<file path="src/rtl/divider_pkg.sv">
// Shared defaults and helpers for the multi-channel clock divider.
package divider_pkg;

  localparam int unsigned NUM_CH_DEF      = 3;
  localparam int unsigned CNT_W_DEF       = 24;
  localparam int unsigned DEFAULT_DIV_DEF = 2400000;

  // Ceiling log2, floored at 1 so a single channel still has a select bit.
  function automatic int unsigned clog2_min1(input int unsigned n);
    int unsigned w;
    w = 1;
    while ((32'd1 << w) < n) w++;
    return w;
  endfunction

endpackage

</file>
<file path="src/rtl/divider_channel.sv">
// One divider channel: counter, active/pending divisor and registered tick/div_clk.
module divider_channel
  import divider_pkg::*;
#(
  parameter int unsigned CNT_W       = CNT_W_DEF,
  parameter int unsigned DEFAULT_DIV = DEFAULT_DIV_DEF
) (
  input  logic             clk,
  input  logic             rst_n,
  input  logic             i_en,
  input  logic             i_restart,
  input  logic             i_wr_sel,
  input  logic [CNT_W-1:0] i_wr_div,
  output logic             o_wr_ready,
  output logic             o_tick,
  output logic             o_div_clk
);

  localparam logic [CNT_W-1:0] DIV_RST = CNT_W'(DEFAULT_DIV);

  logic [CNT_W-1:0] r_cnt;
  logic [CNT_W-1:0] r_div;
  logic [CNT_W-1:0] r_pend_div;
  logic             r_pend_flag;
  logic             r_tick;
  logic             r_div_clk;
  logic             w_xfer;
  logic             w_term;
  logic             w_apply;

  assign w_xfer  = i_wr_sel & ~r_pend_flag;
  assign w_term  = (r_cnt == r_div);
  // A pending divisor lands only when the current period is over or the channel is idle.
  assign w_apply = r_pend_flag & (~i_en | w_term);

  always_ff @(posedge clk or negedge rst_n) begin
    if (!rst_n) begin
      r_cnt       <= '0;
      r_div       <= DIV_RST;
      r_pend_flag <= 1'b0;
      r_tick      <= 1'b0;
      r_div_clk   <= 1'b0;
    end else if (i_restart) begin
      r_cnt       <= '0;
      r_tick      <= 1'b0;
      r_div_clk   <= 1'b0;
      r_pend_flag <= 1'b0;
      if (w_xfer)
        r_div <= i_wr_div;
      else if (r_pend_flag)
        r_div <= r_pend_div;
    end else begin
      if (!i_en) begin
        r_cnt     <= '0;
        r_tick    <= 1'b0;
        r_div_clk <= 1'b0;
      end else if (w_term) begin
        r_cnt     <= '0;
        r_tick    <= 1'b1;
        r_div_clk <= ~r_div_clk;
      end else begin
        r_cnt  <= r_cnt + 1'b1;
        r_tick <= 1'b0;
      end
      if (w_apply) begin
        r_div       <= r_pend_div;
        r_pend_flag <= 1'b0;
      end else if (w_xfer) begin
        r_pend_flag <= 1'b1;
      end
    end
  end

  // Pending value is plain data; its flag alone decides whether it is used.
  always_ff @(posedge clk) begin
    if (w_xfer && !i_restart)
      r_pend_div <= i_wr_div;
  end

  assign o_wr_ready = ~r_pend_flag;
  assign o_tick     = r_tick;
  assign o_div_clk  = r_div_clk;

endmodule

</file>
<file path="src/rtl/multi_channel_clock_divider.sv">
// NUM_CH independent programmable dividers sharing one clock, write port and restart.
module multi_channel_clock_divider
  import divider_pkg::*;
#(
  parameter int unsigned NUM_CH      = NUM_CH_DEF,
  parameter int unsigned CNT_W       = CNT_W_DEF,
  parameter int unsigned DEFAULT_DIV = DEFAULT_DIV_DEF,
  parameter int unsigned CH_W        = clog2_min1(NUM_CH)
) (
  input  logic              clk,
  input  logic              rst_n,
  input  logic [NUM_CH-1:0] ch_en,
  input  logic              sync_restart,
  input  logic              wr_valid,
  output logic              wr_ready,
  input  logic [CH_W-1:0]   wr_ch,
  input  logic [CNT_W-1:0]  wr_div,
  output logic [NUM_CH-1:0] tick,
  output logic [NUM_CH-1:0] div_clk
);

  logic [NUM_CH-1:0] w_sel;
  logic [NUM_CH-1:0] w_ch_ready;
  logic              w_wr_ready;

  for (genvar gi = 0; gi < NUM_CH; gi++) begin : g_ch
    assign w_sel[gi] = wr_valid & (wr_ch == CH_W'(gi));

    divider_channel #(
      .CNT_W       (CNT_W),
      .DEFAULT_DIV (DEFAULT_DIV)
    ) u_ch (
      .clk        (clk),
      .rst_n      (rst_n),
      .i_en       (ch_en[gi]),
      .i_restart  (sync_restart),
      .i_wr_sel   (w_sel[gi]),
      .i_wr_div   (wr_div),
      .o_wr_ready (w_ch_ready[gi]),
      .o_tick     (tick[gi]),
      .o_div_clk  (div_clk[gi])
    );
  end

  // Selects beyond the last channel are always ready so the write is silently dropped.
  always_comb begin
    w_wr_ready = 1'b1;
    for (int i = 0; i < NUM_CH; i++) begin
      if (wr_ch == CH_W'(i))
        w_wr_ready = w_ch_ready[i];
    end
  end

  assign wr_ready = w_wr_ready;

endmodule

</file>
<file path="config.mk">
export PLATFORM = sky130hd
export DESIGN_NAME = multi_channel_clock_divider
export DESIGN_NICKNAME = d
export VERILOG_FILES = /design/src/rtl/divider_pkg.sv /design/src/rtl/divider_channel.sv /design/src/rtl/multi_channel_clock_divider.sv
export SDC_FILE = /design/constraint.sdc
export NUM_CORES = 1
export LEC_CHECK = 0
export BUFFER_PORTS_ARGS = -buffer_cell sky130_fd_sc_hd__buf_2
export CORE_UTILIZATION = 40
export DETAILED_ROUTE_END_ITERATION = 8
export SYNTH_ARGS = -nofsm -noshare
export SYNTH_HDL_FRONTEND = slang
export SYNTH_SLANG_ARGS = --single-unit
</file>
<file path="constraint.sdc">
create_clock -name clk -period 7.3 [get_ports clk]
set_input_delay 1.46 -clock clk [delete_from_list [all_inputs] [get_ports clk]]
set_output_delay 1.46 -clock clk [all_outputs]
set_load 0.1 [all_outputs]
</file>
==> results.txt, run 1 <==
- Number of global-route vias before repair: 7034
- Summed over all failing endpoints, the final setup total negative slack is 0 ps.
* Pre-CTS setup slack: 3030 ps
- Slack of the critical path: 3230 ps
- The detail route stage leaves a number of antenna-violating nets equal to 0.
- Clk root buf: clkbuf_16
- Placer Congestion: 0.786
* Synthesized instance count: roughly 930
- The total area inside the core boundary comes to 27000 sq um.
- Final hold violation count: 0
- WL per Instance: 19.7 microns
- The min-delay analysis places its worst path in the category flop to flop.
- After the first detailed-routing iteration, the DRC count stood at 552.
- Remaining global-route overflow: 0
- Global routing usage on met2: 28.5%
* Final Cycle Share: around 56%
- Layer carrying the most global-route usage: met2
* Vias per std cell: 5.62
- Fraction of the yosys area taken by sequential cells: 54.8%
* Final-report setup violation count: 0
- No sink is reached through more buffers than the 3 on the longest clock path.
- Clock power frac: 37.6%
- Internal power comes to approximately 2.3 mW.
- Max-slew violations: 0
- Nets in the synthesized netlist: 967
- Global-route wire length before repair: 41.1 mm
- Initial Util: 40.7%
- Summed over all nets, the half-perimeter wirelength after detailed placement is 16.9 mm.
- Buffers on Ports: 39
- Final routed DRC violation total: 0
- In this design, the stage delay of the slowest critical-path cell is 480 ps.
* Routed via count: 7363
- Critical Path Source Type: input pin
- Clock-pin slew reported for the worst setup and hold paths after clock tree synthesis: approximately 60 ps
- Highest fanout seen on the critical path: 7
- Counting I/O delays and the setup requirement, the final critical path takes 4070 ps.
* Number of cell rows: 60
* Met3 usage in global routing: 2.17%
- Height of the die: 168 microns
* Comb pwr share: 12.9%
- On the final layout, the worst clock skew is around 23 ps.
- Headroom to the max-slew limit came out at 11.3%.
- Slowest cell on the critical path: buf_2
- Post-CTS timing repair inserted 0 buffers for setup.
- In this run the power density over the cells is 262 nW/um^2.
- The die is 168 microns wide.
* Global router's overall resource usage: between 10% and 20%
- For this design the total switching power over the nets is 0.847 mW.
* Actual slew at the worst max-slew pin: between 1000 and 1500 ps
- Each instance of the synthesized netlist takes up on average 11.8 sq um.
- Yosys warning total: 0
- Sw Ratio: 26.5%
- Design Area, Final: 12200 sq um
- Counting flops with an async set or reset pin after synthesis yields a share of 68.0%.
* # Max-Cap Violations: 0
- At the worst endpoint, the arrival time is 2610 ps.
- The initial antenna violation count came to 0.
- The worst-case IR drop observed on VDD is 0.000232 V.
- In this run the static leakage power is 4.64 nW.
- Status: complete, no violations
* Crit path capture type: output port
- In this run the number of H-tree levels came out at 1.
- Setup repair after global routing left no endpoint under its margin.
- Die outline area: 28100 sq um
- Fraction of final layout cells sized beyond drive strength 1: 18.2%
- Post-Route WL: 25.8 mm
* Antenna cell count: 0
- Unique masters post-synth: 45
- Critical path type: input pin to output port
- Critical Path, Cell by Cell: buf_2 -> mux2i_1 -> nor2_1 -> a31oi_1 -> buf_2
* CTS Buf Count: 26
* Required time worst endpoint: 5840 ps
- Yosys mapped a number of flops with a built-in enable equal to 72.
- Clock network latency to the later pin of the worst-skew pair: 550 ps
- TritonCTS built the clock tree.
* Maximum clock rate: 246 MHz
* Met1 GRT Util: 28.0%
* Seq pwr share: between 40% and 50%
- The final layout contains approximately 980 nets.
- DRT Pass-1 Iters: 4
* Number of buffers inserted by hold repair at cts: 0
- Area of the mapped netlist: 11000 sq um
- In this run the count of I/O pins placed on the die edge is 40.
- Number of gates resized after CTS: 0
- Flip-flop and latch count after synthesis: 225
- Main flop type after synthesis: dfrtp_1
- Counting every sink on the clock net gives 225.
- The most numerous cell type found on the critical path is buf_2.
- Signed area change from the synthesized netlist to the final layout: 11.1%
- Maximum number of pins on one net before global-route repair: slightly above 100
- In this run the cell area measured after placement is 11400 sq um.
## worst max-delay path, delay by kind of cell
family | cells | cell delay [ps]
buffers and inverters | 2 | 650
multiplexers | 1 | 220
AO/OA/AOI/OAI | 1 | 220
AND/OR/NAND/NOR | 1 | 50
## path summary, 6_finish.rpt
kind,to,from,cells past startpoint,slack [ps]
max,wr_ready,wr_ch[0],5,3230
min,g_ch[1].u_ch.r_cnt[0]$_DFF_PN0_,g_ch[1].u_ch.r_cnt[0]$_DFF_PN0_,1,530
max reg2reg,g_ch[2].u_ch.r_div[11]$_DFFE_PN1P_,g_ch[2].u_ch.r_pend_flag$_DFFE_PN0P_,5,4240
min reg2reg,g_ch[1].u_ch.r_cnt[0]$_DFF_PN0_,g_ch[1].u_ch.r_cnt[0]$_DFF_PN0_,1,530
max in group asynchronous,g_ch[1].u_ch.r_cnt[17]$_DFF_PN0_,rst_n,2,5010
min in group asynchronous,g_ch[2].u_ch.r_cnt[0]$_DFF_PN0_,rst_n,1,1020
## final cells by class
class / count / area [sq um]
Clock buffer: 38 / 716
Sequential cell: 225 / 6020
Multi-Input combinational cell: 632 / 4620
Timing Repair Buffer: 52 / 299
Clock inverter: 10 / 72.6
Fill cell: 2438 / 14800
Tap cell: 341 / 427
Inverter: 11 / 41.3
## logic make-up after synthesis
family	synth area share, %
AOI/OAI and AO/OA	10.8
muxes	7.99
DFF	54.8
and+or+nand+nor	11.7
xor gates and xnor gates	11.0
adders and majority gates	0.342
buffers and inverters	3.24
## power groups by stage
stage                     Clock [mW]  Sequential (mW)  Combinational [mW]
after floorplan                    0             1.56               0.315
after global placement             0             1.60               0.403
after detailed placement           0             1.60               0.413
after CTS                       1.23             1.58               0.415
after global routing            1.27             1.60               0.454
final                           1.20             1.58               0.412
## through the flow
stage | hold slack, ps | cells | utilization, % | total power, mW
4_1_cts | 527 | 1309 | 45.3 | 3.23
2_1_floorplan | 491 | 931 | - | 1.87
3_3_place_gp | 515 | 1261 | 42.3 | 2.01
5_1_grt | 551 | 1309 | 45.3 | 3.32
6_report | 526 | 1309 | 45.3 | 3.19
3_5_place_dp | 519 | 1261 | 42.3 | 2.02
## placed cells by master, fill, tap and decap left out, types with 4 or more instances in the layout
cell type / netlist / layout
edfxtp_1: 72 / 72
o22a_1: 24 / 24
inv_1: 11 / 11
and3_1: 10 / 10
buf_2: 19 / 38
clkinv_1: 0 / 4
nor2_1: 113 / 111
nor3_1: 6 / 6
a21oi_1: 4 / 4
mux2_4: 20 / 20
xor2_1: 91 / 91
nor4_2: 5 / 4
or2_2: 4 / 4
and4_1: 8 / 8
nor4_1: 15 / 15
buf_4: 8 / 13
clkinv_2: 0 / 4
nand3_1: 33 / 33
clkbuf_16: 0 / 26
a31oi_1: 26 / 26
a221oi_1: 24 / 24
mux2_2: 29 / 29
xnor2_1: 47 / 47
a211oi_1: 48 / 48
nand2_1: 28 / 28
dfstp_2: 24 / 24
o22ai_1: 26 / 26
dfrtp_1: 129 / 129
clkbuf_1: 33 / 10
mux2i_1: 25 / 25
nand4_1: 23 / 23
## synthesized netlist by cell type, types with 20 or more instances
library cell	instances	area share, %
a211oi_1	48	3.3
a221oi_1	24	1.9
a31oi_1	26	1.5
clkbuf_1	33	1.1
dfrtp_1	129	29
dfstp_2	24	5.7
edfxtp_1	72	20
mux2_2	29	3.0
mux2_4	20	2.7
mux2i_1	25	2.3
nand2_1	28	0.96
nand3_1	33	1.5
nand4_1	23	1.3
nor2_1	113	3.9
o22a_1	24	1.9
o22ai_1	26	1.5
xnor2_1	47	3.7
xor2_1	91	7.3
## registers in the layout, summed over array words and instances (netlist names)
| name | flops |
|---|---|
| g_ch.u_ch.o_div_clk | 3 |
| g_ch.u_ch.r_pend_div | 72 |
| g_ch.u_ch.r_pend_flag | 3 |
| g_ch.u_ch.o_tick | 3 |
| g_ch.u_ch.r_cnt | 72 |
| g_ch.u_ch.r_div | 72 |
## routing by layer
layer / up-vias / wire length (microns)
met5: - / 0
met4: 0 / 554
met3: 42 / 963
met2: 177 / 11700
met1: 3683 / 12600
li1: 3461 / -
Note: power is estimated with default switching activity, not from simulation.
==> inputs of run 2 (changes only) <==
==> constraint.sdc (replaced) <==
create_clock -name clk -period 3.9 [get_ports clk]
set_input_delay 0.78 -clock clk [delete_from_list [all_inputs] [get_ports clk]]
set_output_delay 0.78 -clock clk [all_outputs]
set_load 0.1 [all_outputs]
==> run 2 against run 1 <==
  * First-iteration DRC count is 18% lower
  * Sequential share of layout area shrank 0.79 points
  * Clock power grew 110%
  * Largest cell class unchanged
  * Sequential power rose by 87%
  * Utilization is 0.73 points higher
  * Critical endpoint unchanged
  * Flip-flop and latch count stayed put
  * Count of clock-buffer cells in the layout decreased by 3
==> results.txt, run 2 (synthesized netlist as in run 1, its figures left out) <==
- Highest fanout seen on the critical path: 7 (unchanged)
* Number of placed I/O pins: 40 (unchanged)
- The buffers plus inverters on the worst setup path came to 2 (unchanged).
- Slack of the critical path: 1160 ps (was 3230 ps)
- Cell Area, Placed: 11500 sq um (was 11400 sq um)
- The arrival time at the worst endpoint was 1960 ps (was 2610 ps).
- The worst setup path endpoint is wr_ready (unchanged).
* Number of global-route vias before repair: 7159 (was 7034)
- Internal power contribution: 4.59 mW (was 2.35 mW)
- Maximum clock rate: 365 MHz
* Height of the die: 168 microns (unchanged)
- The buffer depth of the longest clock path came to 3 (unchanged).
* Fill count: 2454 (was 2438)
- Global-route wire length before repair: 41.5 mm (was 41.1 mm)
* Clk root buf: clkbuf_16 (unchanged)
- The class of the most critical setup path was input pin to output port (unchanged).
- # Max-Cap Violations: 0 (unchanged)
* Status: complete, no violations (unchanged)
- The combinational share of power came to 12.7% (was 12.9%).
- Routed via count: 7353 (was 7363)
- After layout, the worst path uses 70.3% of the clock period.
- The cell with the largest stage delay on the worst path was buf_2 (unchanged).
- Seq pwr share: 47.5% (was 49.5%)
* Floorplan Core Area: 27000 sq um (unchanged)
- Final-report setup violation count: 0 (unchanged)
* Critical Path Source: wr_ch[0] (unchanged)
- The endpoint required time on the critical path was 3120 ps (was 5840 ps).
- Number of cells traversed by the worst register-to-register path: 6 (was 5)
- Max-slew violations: 0 (unchanged)
* Number of antenna violations at the first check in global routing: 0 (unchanged)
* Number of buffers inserted by hold repair at cts: 0 (unchanged)
- The number of antenna diodes came to 0 (unchanged).
- Clock-pin slew reported for the worst setup and hold paths after clock tree synthesis: 60 ps (about the same)
- Number of cell rows: 60 (unchanged)
- Clock network latency to the later pin of the worst-skew pair: 550 ps (about the same)
- Slowest Stage Delay on Critical Path: 480 ps (about the same)
- Unrepaired setup endpoints after global routing: no (unchanged)
* CTS tree: built (unchanged)
- Top flop regs: g_ch.u_ch.r_cnt x72, g_ch.u_ch.r_div x72, g_ch.u_ch.r_pend_div x72 (unchanged).
- The remaining antenna violation count is 0 (unchanged).
* Worst VDD drop: 0.000339 V (was 0.000232 V)
- The fraction of met2 tracks used by global routing is 27.9% (was 28.5%).
* Relative slew slack: 30.3% (was 11.3%)
* Placer Congestion: 0.790 (was 0.786)
- The total power of the final layout was 6.21 mW (was 3.19 mW).
- Most frequent cell on the critical path: buf_2 (unchanged)
* Met3 usage in global routing: 3.00% (was 2.17%)
* H-tree depth reported by CTS: 1 (unchanged)
* Pre-CTS setup slack: 994 ps (was 3030 ps)
- The switching power is 1.62 mW (was 0.847 mW).
- The clock share of power came to 39.9% (was 37.6%).
- The largest net degree at the start of global routing is 70 (was 103).
- Final cell count without fillers: 1320 (was 1309)
- CTS Buf Count: 26 (unchanged)
* Power density of the placed cells: 501 nW/um^2 (was 262 nW/um^2)
* Global router's overall resource usage: 18.7% (was 18.6%)
- The kind of capture point of the worst setup path is an output port (unchanged).
- Post-Route WL: 26.0 mm (was 25.8 mm)
- Register-to-Register Setup Slack: 1270 ps (was 4240 ps)
* Final layout net count: 995 (was 984)
- Remaining global-route overflow: 0 (unchanged)
- The number of vias per cell after detailed routing was 5.57 (was 5.62).
- The number of violations reported at the end of detailed-routing iteration 0 was 451 (was 552).
- Final setup TNS: 0 ps (unchanged)
* Final routed DRC violation total: 0 (unchanged)
* Actual slew at the worst max-slew pin: 1050 ps (was 1320 ps)
- Die outline area: 28100 sq um (unchanged)
- The terminus of the critical flop-to-flop path is g_ch[1].u_ch.r_div[1]$_DFFE_PN0P_ (was g_ch[2].u_ch.r_div[11]$_DFFE_PN1P_).
- Clock sink total: 225 (unchanged)
* Final hold slack: 233 ps (was 526 ps)
- Placed Cells: 1271 (was 1261)
- The number of detailed-routing iterations run before antenna repair is 5 (was 4).
- The count of instances resized after the clock tree is built came to 0 (unchanged).
- Buffers on Ports: 39 (unchanged)
- The path length in cells of the critical path is 5 (unchanged).
* Sw Ratio: 26.1% (was 26.5%)
* Setup fix buffers added after clock tree synthesis: 0 (unchanged)
- The worst-case clock skew was 24.6 ps (was 22.9 ps).
- The starting utilization of the core area is 40.7% (unchanged).
- The final hold violation count was 0 (unchanged).
- The worst path needs between 2000 and 3000 ps of the cycle, external delays included.
* Critical Path, Cell by Cell: buf_2 -> mux2i_1 -> nor2_1 -> a31oi_1 -> buf_2 (unchanged)
- The half-perimeter wire length after placement is 17.5 mm (was 16.9 mm).
- The most used routing layer was met1 (was met2).
* WL per Instance: 19.7 microns (about the same)
- Category of cells accounting for the largest share of critical-path delay: buffers and inverters (unchanged)
- The met1 usage is 28.1% (was 28.0%).
* Launch instance of the worst register-to-register path: g_ch[1].u_ch.r_cnt[13]$_DFF_PN0_ (was g_ch[2].u_ch.r_pend_flag$_DFFE_PN0P_)
- Die outline width: 168 microns (unchanged)
- Fraction of final layout cells sized beyond drive strength 1: 20.1% (was 18.2%)
- Commonest non-fill, non-tap cells in the layout: dfrtp_1, nor2_1, xor2_1, edfxtp_1, a211oi_1 (unchanged)
- The static leakage power is 4.76 nW (was 4.64 nW).
- The signed area change from the synthesized netlist to the final layout came to 12.9% (was 11.1%).
- The final standard cell utilization of the core is 46.0% (was 45.3%).
* Critical Path Source Type: input pin (unchanged)
- Design Area, Final: 12400 sq um (was 12200 sq um)
* HP Class: input pin to async pin (was flop to flop)
* Leading cell type in the layout, fill and taps excluded: dfrtp_1 (unchanged)
## run 2: changes by cell type in the layout (fill, tap and decap cells not counted), sizes merged
cell and change:
buf +10, bufinv +2, clkbuf -2, clkinvlp -1, inv +2
## run 2: worst min-delay path by stage
stage	end	slack [ps]	cells past startpoint
CTS	g_ch[2].u_ch.r_cnt[12]$_DFF_PN0_	280	1
finish	g_ch[2].u_ch.r_cnt[7]$_DFF_PN0_	230	1
global route	g_ch[2].u_ch.r_cnt[4]$_DFF_PN0_	290	1
floorplan	g_ch[0].u_ch.o_div_clk$_DFFE_PN0P_	480	0
detailed placement	g_ch[1].u_ch.r_div[4]$_DFFE_PN0P_	520	1
global placement	g_ch[1].u_ch.r_div[17]$_DFFE_PN0P_	530	1
## run 2: final cells by class
cell class / count / area, sq um / share of cell area (%)
Clock buffer: 35 / 734 / 5.92
Inverter: 11 / 41.3 / 0.333
Timing Repair Buffer: 63 / 392 / 3.16
Tap cell: 341 / 427 / 3.44
Multi-Input combinational cell: 632 / 4630 / 37.4
Sequential cell: 225 / 6020 / 48.6
Clock inverter: 13 / 150 / 1.21
## run 2: power groups by stage
stage	sequential [mW]	clock (mW)	combinational (mW)
2_1_floorplan	2.91	0	0.590
3_3_place_gp	2.99	0	0.771
3_5_place_dp	2.99	0	0.789
4_1_cts	2.95	2.53	0.794
5_1_grt	2.98	2.62	0.868
6_report	2.95	2.48	0.788
## run 2: worst register-to-register path, stage by stage (launching register included)
cell and delay, ps:
dfrtp_1 430, xor2_1 180, nor4_1 400, nand4_2 270
a221oi_4 410, buf_4 430, mux2_2 400
## run 2: routing by layer
layer,share of wire (%),wire length (microns)
met2,44,11500
met1,49,12700
met4,2.2,581
met3,4.6,1200
met5,0,0
==> inputs of run 3 (changes only) <==
==> constraint.sdc (replaced) <==
create_clock -name clk -period 2.21 [get_ports clk]
set_input_delay 0.442 -clock clk [delete_from_list [all_inputs] [get_ports clk]]
set_output_delay 0.442 -clock clk [all_outputs]
set_load 0.1 [all_outputs]
==> run 3 against run 2 <==
  * Critical endpoint is now g_ch[1].u_ch.r_div[23]$_DFFE_PN0P_
  * Utilization up 1.9 points
  * Total power up 75%
  * Largest cell class unchanged
  * Hold slack worse by 21 ps
  * Cell count up 4.2%
  * Critical path type is now flop to flop
  * The run now ends with negative setup slack left
==> results.txt, run 3 (synthesized netlist as in run 1, its figures left out) <==
- Status: complete, but fails checks (was complete, no violations)
* Violations in the final reports: negative setup slack
- Actual slew at the worst max-slew pin: 489 ps (was 1050 ps)
* Global router's overall resource usage: 19.6% (was 18.7%)
- Clk root buf: clkbuf_16 (unchanged)
* Reported net switching power: 2.79 mW (was 1.62 mW)
- Commonest non-fill, non-tap cells in the layout: dfrtp_1, nor2_1, xor2_1, edfxtp_1, buf_4 (was dfrtp_1, nor2_1, xor2_1, edfxtp_1, a211oi_1).
- The wire length of the first global-routing pass came to 43.4 mm (was 41.5 mm).
* Slowest cell on the critical path: dfstp_2 (was buf_2)
* Most frequent cell on the critical path: buf_4 (was buf_2)
- Top flop regs: g_ch.u_ch.r_cnt x72, g_ch.u_ch.r_div x72, g_ch.u_ch.r_pend_div x72 (unchanged)
- Internal power contribution: 8.09 mW (was 4.59 mW)
- The CTS tree is built (unchanged).
- Die outline area: 28100 sq um (unchanged)
- Critical Path, Cell by Cell: xor2_1 -> nor4_1 -> buf_4 -> nand4_2 -> a221oi_4 -> buf_4 -> buf_12 -> mux2_2 (was buf_2 -> mux2i_1 -> nor2_1 -> a31oi_1 -> buf_2)
* Leakage power figure: 5.06 nW (was 4.76 nW)
* Final hold violation count: 0 (unchanged)
- The number of core rows came to 60 (unchanged).
- The signed area change from the synthesized netlist to the final layout is 17.7% (was 12.9%).
- The peak per-stage delay on the critical path is 540 ps (was 480 ps).
- Remaining global-route overflow: 0 (unchanged)
* Relative slew slack: 67.6% (was 30.3%)
- Worst VDD drop: 0.000622 V (was 0.000339 V)
- Register-to-Register Setup Slack: -20 ps (was 1270 ps)
- The startpoint identified for the worst hold timing path is wr_div[3].
* Reg2Reg Capture Point: g_ch[1].u_ch.r_div[23]$_DFFE_PN0P_ (was g_ch[1].u_ch.r_div[1]$_DFFE_PN0P_)
- DRT Pass-1 Iters: 5 (unchanged)
* Crit path capture type: flop (was output port)
* Die outline width: 168 microns (unchanged)
- The post-detailed-route DRC marker count is 0 (unchanged).
* Clock power frac: 38.6% (was 39.9%)
- Critical path type: flop to flop (was input pin to output port)
- The worst-case clock skew came to 20.5 ps (was 24.6 ps).
- Sw Ratio: 25.7% (was 26.1%)
* Final-report setup violation count: 6 (was 0)
- The worst path in the final design needs a cycle of approximately 2200 ps, including I/O delays and setup.
- Clock-pin slew reported for the worst setup and hold paths after clock tree synthesis: 60 ps (about the same)
- # Max-Cap Violations: 0 (unchanged)
- Fill count: 2418 (was 2454)
- The last weighted congestion value of the routability-driven placer is 0.822 (was 0.790).
- Count of antenna-violating nets left after detailed routing: 0 (unchanged)
- Design Area, Final: 12900 sq um (was 12400 sq um)
- The buffer depth of the longest clock path came to 3 (unchanged).
- Clock sink total: 225 (unchanged)
- Along the worst hold path, the cell count comes to 1.
* Slack of the critical path: -17.9 ps (was 1160 ps)
- Highest fanout seen on the critical path: 12 (was 7)
- The number of nets in the layout is 1050 (was 995).
* Cell Area, Placed: 12000 sq um (was 11500 sq um)
- The number of violations reported at the end of detailed-routing iteration 0 is 456 (was 451).
- The largest net degree at the start of global routing came to 62 (was 70).
* Buffers on Ports: 39 (unchanged)
- CTS Buf Count: 25 (was 26)
- The height of the chip came to 168 microns (unchanged).
* Initial Util: 40.7% (unchanged)
- The total wire length is 26.8 mm (was 26.0 mm).
- Maximum clock rate: 449 MHz
- The worst hold-check path type is input pin to flop (was input pin to async pin).
- Clock network latency to the later pin of the worst-skew pair: 530 ps (was 550 ps)
- Number of antenna violations at the first check in global routing: 2 (was 0)
- Data arrival, critical path: 2650 ps (was 1960 ps)
- The startpoint of the worst-slack reg-to-reg timing path is g_ch[1].u_ch.r_div[21]$_DFFE_PN1P_ (was g_ch[1].u_ch.r_cnt[13]$_DFF_PN0_).
- Hold Path Sink: g_ch[0].u_ch.r_pend_div[3]$_DFFE_PP_
- Critical Path Source Type: flop (was input pin)
- The post-placement setup slack was 1.55 ps (was 994 ps).
- After layout, the worst path uses 101% of the clock period.
* Fraction of final layout cells sized beyond drive strength 1: 24.1% (was 20.1%)
- Number of global-route vias before repair: 7670 (was 7159)
- Total power consumption of the routed design: 10.9 mW (was 6.21 mW)
- Unrepaired setup endpoints after global routing: yes (was no)
- Critical Path Source: g_ch[1].u_ch.r_div[21]$_DFFE_PN1P_ (was wr_ch[0])
- Comb pwr share: 13.7% (was 12.7%)
* Routed via count: 7568 (was 7353)
- Required time worst endpoint: 2630 ps (was 3120 ps)
* Vias per std cell: 5.50 (was 5.57)
- H-tree depth reported by CTS: 1 (unchanged)
* Number of placed I/O pins: 40 (unchanged)
- The total power per unit cell area was 842 nW/um^2 (was 501 nW/um^2).
- The final-report max-slew violation count is 0 (unchanged).
- Leading cell type in the layout, fill and taps excluded: dfrtp_1 (unchanged)
- The average wire per standard cell came to 19.5 microns (was 19.7 microns).
- The part of the total power dissipated in sequential elements came to 47.7% (was 47.5%).
- The number of cell instances on the worst register-to-register path was 8 (was 6).
* Share of the core filled with cells in the final layout: 47.9% (was 46.0%)
* HPWL after detailed placement: 18.7 mm (was 17.5 mm)
* Floorplan Core Area: 27000 sq um (unchanged)
- The tightest hold margin is 211 ps (was 233 ps).
-- run 3: cell types whose count changed in the layout (fill, tap and decap cells not counted), moves of 2 or more --
cell	previous run	this run
clkinv_2	8	6
clkinv_1	0	2
clkbuf_1	4	6
clkbuf_8	5	2
diode_2	0	2
buf_4	22	68
buf_12	1	10
-- run 3: stage by stage --
| stage | setup TNS (ps) | std cells |
|---|---|---|
| after detailed placement | 0 | 1323 |
| final | -63.8 | 1376 |
| after global placement | 0 | 1323 |
| after CTS | 0 | 1370 |
| after global routing | -1190 | 1374 |
| after floorplan | 0 | 931 |
-- run 3: what timing repair did --
item                                    CTS  global route
endpoints found under the hold margin    29             0
pin swaps                                 1             4
endpoints found under the setup margin    2            44
gates cloned                              0             2
buffers inserted                          0             2
resized for setup                         0             2
hold buffers                              1             0
-- run 3: how the worst max path moves through the flow --
| stage | to | slack [ps] | cells past startpoint |
|---|---|---|---|
| 2_1_floorplan | g_ch[1].u_ch.r_div[13]$_DFFE_PN0P_ | 10 | 7 |
| 3_3_place_gp | g_ch[1].u_ch.r_div[1]$_DFFE_PN0P_ | 40 | 7 |
| 3_5_place_dp | g_ch[1].u_ch.r_div[23]$_DFFE_PN0P_ | 2 | 6 |
| 4_1_cts | g_ch[1].u_ch.r_div[23]$_DFFE_PN0P_ | 5 | 6 |
| 5_1_grt | g_ch[1].u_ch.r_div[23]$_DFFE_PN0P_ | -90 | 8 |
| 6_report | g_ch[1].u_ch.r_div[23]$_DFFE_PN0P_ | -20 | 8 |
-- run 3: cell type report --
cell class                      instances  area [sq um]  area share [%]
Antenna cell                            2          5.00          0.0387
Clock buffer                           33           676            5.23
Clock inverter                         13           144            1.11
Inverter                               11          41.3           0.320
Multi-Input combinational cell        632          4650            36.0
Sequential cell                       225          6020            46.6
Tap cell                              341           427            3.30
Timing Repair Buffer                  119           953            7.38
-- run 3: routing by layer --
metal | track usage, % | wire [microns]
met1 | 28.3 | 12800
met5 | 0 | 0
met2 | 31.0 | 12300
met3 | 2.43 | 961
met4 | 5.54 | 753
-- run 3: critical path, delay by kind of cell (launching register included) --
kind | cells | cell delay (ps)
flops | 1 | 540
buf+inv | 3 | 470
simple gates | 2 | 370
mux | 1 | 340
compound gates | 1 | 330
xor+xnor | 1 | 80
-- run 3: power by group through the flow --
stage	sequential (mW)	combinational, mW	clock (mW)
3_5_place_dp	5.26	1.48	0
4_1_cts	5.19	1.49	4.29
6_report	5.18	1.49	4.20
5_1_grt	5.24	1.64	4.44
2_1_floorplan	5.14	1.04	0
3_3_place_gp	5.25	1.45	0
